==> config.mk <==
export PLATFORM = sky130hd
export DESIGN_NAME = cla_restoring_divider
export DESIGN_NICKNAME = d
export VERILOG_FILES = /design/src/rtl/cla_pkg.sv /design/src/rtl/cla_subtractor.sv /design/src/rtl/cla_restoring_divider.sv
export SDC_FILE = /design/constraint.sdc
export NUM_CORES = 1
export LEC_CHECK = 0
export CORE_ASPECT_RATIO = 0.75
export CORE_MARGIN = 3
export CORE_UTILIZATION = 35
export CTS_CLUSTER_DIAMETER = 40
export CTS_CLUSTER_SIZE = 16
export DETAILED_ROUTE_END_ITERATION = 10
export GPL_TIMING_DRIVEN = 0
export SLEW_MARGIN = 20
export SYNTH_ARGS = -nofsm -noshare
export SYNTH_HDL_FRONTEND = slang
export SYNTH_SLANG_ARGS = --single-unit
export TNS_END_PERCENT = 30
==> constraint.sdc <==
create_clock -name clk -period 4.67 [get_ports clk]
set_clock_uncertainty 0.15 [all_clocks]
set_input_delay 0.7005 -clock clk [delete_from_list [all_inputs] [get_ports clk]]
set_output_delay 0.7005 -clock clk [all_outputs]
set_load 0.01 [all_outputs]
==> src/rtl/cla_pkg.sv <==
// Shared definitions for the CLA restoring divider: default width, FSM encoding
// and the iteration counter width.
package cla_pkg;

  localparam int CLA_WIDTH = 32;

  typedef enum logic [1:0] {
    IDLE = 2'd0,
    RUN  = 2'd1,
    DONE = 2'd2
  } state_t;

  function automatic int cnt_width(input int w);
    return $clog2(w);
  endfunction

endpackage

==> src/rtl/cla_subtractor.sv <==
// N-bit a - b computed as a + ~b + 1 with a Kogge-Stone carry-lookahead network.
// carry_out high means no borrow (a >= b as unsigned).
module cla_subtractor #(
  parameter int N = 33
) (
  input  logic [N-1:0] a,
  input  logic [N-1:0] b,
  output logic [N-1:0] difference,
  output logic         carry_out
);

  logic [N-1:0] b_inv, p, g, gg, pp, gn, pn, carry;

  always_comb begin
    b_inv = ~b;
    p     = a ^ b_inv;
    g     = a & b_inv;
    gn    = '0;
    pn    = '0;
    // carry_in = 1 folds into the bit-0 generate term
    gg    = g;
    gg[0] = g[0] | p[0];
    pp    = p;
    for (int d = 1; d < N; d = d * 2) begin
      gn = gg;
      pn = pp;
      for (int i = d; i < N; i++) begin
        gn[i] = gg[i] | (pp[i] & gg[i-d]);
        pn[i] = pp[i] & pp[i-d];
      end
      gg = gn;
      pp = pn;
    end
    carry      = {gg[N-2:0], 1'b1};
    difference = p ^ carry;
    carry_out  = gg[N-1];
  end

endmodule

==> src/rtl/cla_restoring_divider.sv <==
// Multi-cycle restoring divider, one quotient bit per cycle, CLA trial subtraction.
// Optional two's-complement operation is enabled by defining CLA_DIV_SIGNED_EN.
module cla_restoring_divider
  import cla_pkg::*;
#(
  parameter int WIDTH = CLA_WIDTH
) (
  input  logic             clk,
  input  logic             rst,
  input  logic             in_valid,
  output logic             in_ready,
  input  logic [WIDTH-1:0] dividend,
  input  logic [WIDTH-1:0] divisor,
  output logic             out_valid,
  input  logic             out_ready,
  output logic [WIDTH-1:0] quotient,
  output logic [WIDTH-1:0] remainder,
  output logic             div_by_zero
);

  localparam int CNT_W = cnt_width(WIDTH);

  state_t           state, state_nxt;
  logic [CNT_W-1:0] count;
  logic [WIDTH-1:0] r_q, q_q, d_q;
  logic [WIDTH-1:0] num_in, den_in, src_r, src_q, src_d;
  logic [WIDTH-1:0] q_nxt, fin_q, fin_r;
  logic [WIDTH:0]   s, t, r_nxt;
  logic             carry_out, borrow, accept, div_zero_in, last_step;
  logic             unused_r_msb;

`ifdef CLA_DIV_SIGNED_EN
  logic q_neg, r_neg;

  function automatic logic [WIDTH-1:0] negate(input logic [WIDTH-1:0] x);
    return ~x + WIDTH'(1);
  endfunction

  assign num_in = dividend[WIDTH-1] ? negate(dividend) : dividend;
  assign den_in = divisor[WIDTH-1]  ? negate(divisor)  : divisor;
  assign fin_q  = q_neg ? negate(q_nxt) : q_nxt;
  assign fin_r  = r_neg ? negate(r_nxt[WIDTH-1:0]) : r_nxt[WIDTH-1:0];
`else
  assign num_in = dividend;
  assign den_in = divisor;
  assign fin_q  = q_nxt;
  assign fin_r  = r_nxt[WIDTH-1:0];
`endif

  assign in_ready    = (state == IDLE);
  assign out_valid   = (state == DONE);
  assign accept      = in_valid && in_ready;
  assign div_zero_in = (divisor == '0);
  assign last_step   = (state == RUN) && (count == CNT_W'(1));

  // The accepting cycle already performs the first step straight from the
  // operand inputs, so the result lands exactly WIDTH edges after accept.
  assign src_r = (state == IDLE) ? '0     : r_q;
  assign src_q = (state == IDLE) ? num_in : q_q;
  assign src_d = (state == IDLE) ? den_in : d_q;

  assign s = {src_r, src_q[WIDTH-1]};

  cla_subtractor #(
    .N(WIDTH + 1)
  ) u_sub (
    .a         (s),
    .b         ({1'b0, src_d}),
    .difference(t),
    .carry_out (carry_out)
  );

  assign borrow       = ~carry_out;
  assign r_nxt        = borrow ? s : t;
  assign q_nxt        = {src_q[WIDTH-2:0], ~borrow};
  assign unused_r_msb = r_nxt[WIDTH];

  always_comb begin
    state_nxt = state;
    case (state)
      IDLE:    if (in_valid) state_nxt = div_zero_in ? DONE : RUN;
      RUN:     if (count == CNT_W'(1)) state_nxt = DONE;
      DONE:    if (out_ready) state_nxt = IDLE;
      default: state_nxt = IDLE;
    endcase
  end

  always_ff @(posedge clk) begin
    if (rst) begin
      state       <= IDLE;
      count       <= '0;
      quotient    <= '0;
      remainder   <= '0;
      div_by_zero <= 1'b0;
    end else begin
      state <= state_nxt;
      if (accept) begin
        if (div_zero_in) begin
          quotient    <= '1;
          remainder   <= dividend;
          div_by_zero <= 1'b1;
        end else begin
          count       <= CNT_W'(WIDTH - 1);
          div_by_zero <= 1'b0;
        end
      end else if (state == RUN) begin
        count <= count - CNT_W'(1);
      end
      if (last_step) begin
        quotient  <= fin_q;
        remainder <= fin_r;
      end
    end
  end

  // Datapath registers: only meaningful while RUN, so no reset
  always_ff @(posedge clk) begin
    if (accept || state == RUN) begin
      r_q <= r_nxt[WIDTH-1:0];
      q_q <= q_nxt;
    end
    if (accept) begin
      d_q <= den_in;
`ifdef CLA_DIV_SIGNED_EN
      q_neg <= dividend[WIDTH-1] ^ divisor[WIDTH-1];
      r_neg <= dividend[WIDTH-1];
`endif
    end
  end

endmodule

==> impl_metrics.yaml <==
power_and_ir_drop:
  power.share.combinational_pct: 25.7
  p_int_uw: 3012
  p_leak_uw: 0.004644
  pwr-share-seq_pct: 41.2
  switching_share_pct: 30.57
  pwr-share-clk_pct: 33.0
  irDropWorstVdd_uv: 270.9
  powerDensity_nw_per_um2: 364.0
  power_uw: 4339
  power.switching_uw: 1327
setup_path:
  regToRegSetupSlack_ns: 0.06
  crit_fanout: 10
  rr_endpoint: "remainder[23]$_SDFFE_PP0P_"
  path_cells: "or2_1, buf_6, clkbuf_4, clkbuf_8, buf_4, nand2_1, nand2_1, ha_2, nand2b_1, o2bb2ai_1, o21a_2, o21ai_4, a21oi_2, o311a_1, buf_6, inv_6, buf_6, mux2_4, o21a_1"
  end_kind: "flip-flop"
  required_ns: 4.85
  critPathMaxStageDelay_ns: 0.36
  startpoint: "state[1]$_SDFFE_PP0P_"
  path_class: "reg2reg"
  path_common_cell: "buf_6"
  r2r_start: "state[1]$_SDFFE_PP0P_"
  r2r_cells: 19
  slowest_stage: "dfxtp_1"
  critPathArrivalTime_ns: 4.79
  worstSetupStartpointType: "flip-flop"
finish:
  synthToLayoutAreaGrowth_pct: 26.50
  finalInstanceArea_um2: 11920
  diodes: 0
  drive_gt1_share_pct: 8.787
  nFillCells: 2577
  layout.nets: 1286
run_status:
  status: "finished clean"
clock_tree:
  cts_buffer_depth: 2
  numCtsBuffers: 17
  htreeDepth: 4
  cts.clk_slew.worst_paths_ns: 0.07
  cts.sinks: 168
  clk_latency_ns: 0.44
  cts_tree: "yes"
  ctsHoldBuffers: 0
  root_buffer: "clkbuf_16"
yosys:
  syn-num-nets: 1129
  synthArstFlopShare_pct: 0
  ys_types: 66
  synth_edf_count: 96
  yosys-top-cells-count: "nand2_1, edfxtp_1, nor3_1"
  netlist_area_um2: 9423
  yosysTopAreaCell: "edfxtp_1"
  yosysWarnings: 0
  yosysMostFrequentCell: "nand2_1"
  synthTopCellsByArea: "edfxtp_1, dfxtp_1, nand2_1"
  synth_area_per_cell_um2: 9.184
  synth_cells: 1026
  ys_seq_area_share_pct: 45.89
  synth-seq-cells: 168
  synth.top_cell.area_share_pct: 30.59
  synth_ff_type: "edfxtp_1"
sta:
  timing.final.crit_period_ns: 4.610
  hold_violations: 0
  finalWorstSetupSlack_ns: 0.05966
  finalCritPeriodShare_pct: 98.72
  finalSetupTns_ns: 0
  max_freq_ghz: 0.2169
  worst_hold_slack_ns: 0.3491
  relSlewSlack_pct: 45.92
  setup_violations: 0
  final_max_slew_viol_count: 0
  tightest_slew_ns: 0.8028
placed_design:
  post-place-ws_ns: -0.9602
  port_buffers: 133
  dpl_cell_area_um2: 11230
  place.gp.congestion: 0.8843
  dp_hpwl_um: 23160
floorplanning:
  die_h_um: 148.1
  pin_count: 135
  core_um2: 26230
  rows: 51
  start_util_pct: 35.93
  dieArea_um2: 28950
  die_w_um: 195.5
grt:
  grt_overflow_total: 0
  grt_first_pass_wirelength_um: 46370
  grt_use_total_pct: 20.50
  grt_max_degree: 34
  grt_pass1_vias: 8224
  antenna_found_initial: 0
route:
  drc: 0
  drtPass1Iterations: 5
  wl_um: 29950
  drtIter0Drc: 636
  final_antenna_net_count: 0
  vias: 8357
  drt-vias-per-instance: 5.430
  drt-wirelength-per-cell_um: 19.46
hold_path:
  min_delay_path_depth: 2
  min-delay-start: "div_by_zero$_SDFFE_PP0P_"
  hold_class: "reg2reg"
  hold_path_end: "div_by_zero$_SDFFE_PP0P_"
job:
  max-cap-violations: 0
## placed cells by master (no fill, tap or decap), types with 20 or more instances in the layout
cell type / n
a21oi_1: 48
a31oi_1: 27
and2_1: 20
clkbuf_1: 42
clkdlybuf4s50_1: 133
dfxtp_1: 72
edfxtp_1: 96
ha_1: 33
inv_1: 25
mux2i_1: 40
nand2_1: 211
nor2_1: 57
nor3_1: 79
o21a_1: 21
o21ai_0: 22
## state kept, by name, summed over array words and instances (netlist names)
register	flops
d_q	32
remainder	32
state	2
q_q	32
quotient	32
count	5
div_by_zero	1
r_q	32
## what timing repair did
action | 4_1_cts | 5_1_grt
gates resized for setup | 16 | 19
gates cloned | 0 | 0
setup buffers | 0 | 3
endpoints found under the setup margin | 66 | 55
pin swaps | 3 | 5
## area by class of cell
| cell class | instances | area [um2] | area share (%) |
|---|---|---|---|
| Timing Repair Buffer | 138 | 1394 | 11.69 |
| Clock inverter | 12 | 125.1 | 1.050 |
| Inverter | 28 | 113.9 | 0.9552 |
| Sequential cell | 168 | 4324 | 36.28 |
| Buffer | 69 | 366.6 | 3.075 |
| Tap cell | 344 | 430.4 | 3.611 |
| Multi-Input combinational cell | 761 | 4713 | 39.54 |
| Clock buffer | 19 | 452.9 | 3.800 |
## power groups by stage
stage / Clock, uW / Sequential (uW) / Combinational (uW)
after floorplan: 0 / 1820 / 724
after global placement: 0 / 1830 / 1060
after detailed placement: 0 / 1820 / 1080
after CTS: 1450 / 1790 / 1090
after global routing: 1510 / 1800 / 1230
final: 1430 / 1790 / 1120
## cell families after synthesis
group,share of synthesized area [%]
XOR/XNOR,2.138
adder cells (fa/ha/maj),4.727
buffers and inverters,4.621
AND/OR/NAND/NOR,21.80
flip-flops,45.89
multiplexers,6.480
AO/OA/AOI/OAI,14.34
## through the flow
step | utilization, % | cells
after floorplan | - | 1026
after global placement | 42.65 | 1503
after detailed placement | 42.83 | 1505
after CTS | 45.19 | 1536
after global routing | 45.45 | 1539
final | 45.45 | 1539
## worst max-delay path, delay by kind of cell, from the launching register on
family / cells / cell delay (ns)
buffers and inverters: 7 / 1.21
AO/OA/AOI/OAI: 6 / 1.48
flip-flops: 1 / 0.36
adder cells (fa/ha/maj): 1 / 0.27
multiplexers: 1 / 0.32
AND/OR/NAND/NOR: 4 / 0.67
## metal layers
layer  wire (um)  share of wire [%]  up-vias  global-route usage, %
li1            -                  -     4000                      -
met1       15110                 50     4069                  30.97
met2       12560                 42      264                  29.77
met3        1931                6.4       24                  4.891
met4         345                1.2        0                  4.275
met5           0                  0        -                      0
## worst max-delay path by stage
stage                                      end  slack, ns  cells past startpoint
detailed placement           r_q[28]$_DFFE_PP_      -0.96                     16
global route                 r_q[28]$_DFFE_PP_      -0.02                     18
floorplan                count[3]$_SDFFE_PP0P_       0.15                      6
global placement         count[3]$_SDFFE_PP0P_      -2.15                      7
CTS                          r_q[24]$_DFFE_PP_      0.006                     17
finish              remainder[23]$_SDFFE_PP0P_       0.06                     19
Power figures use the tool's default switching activity.
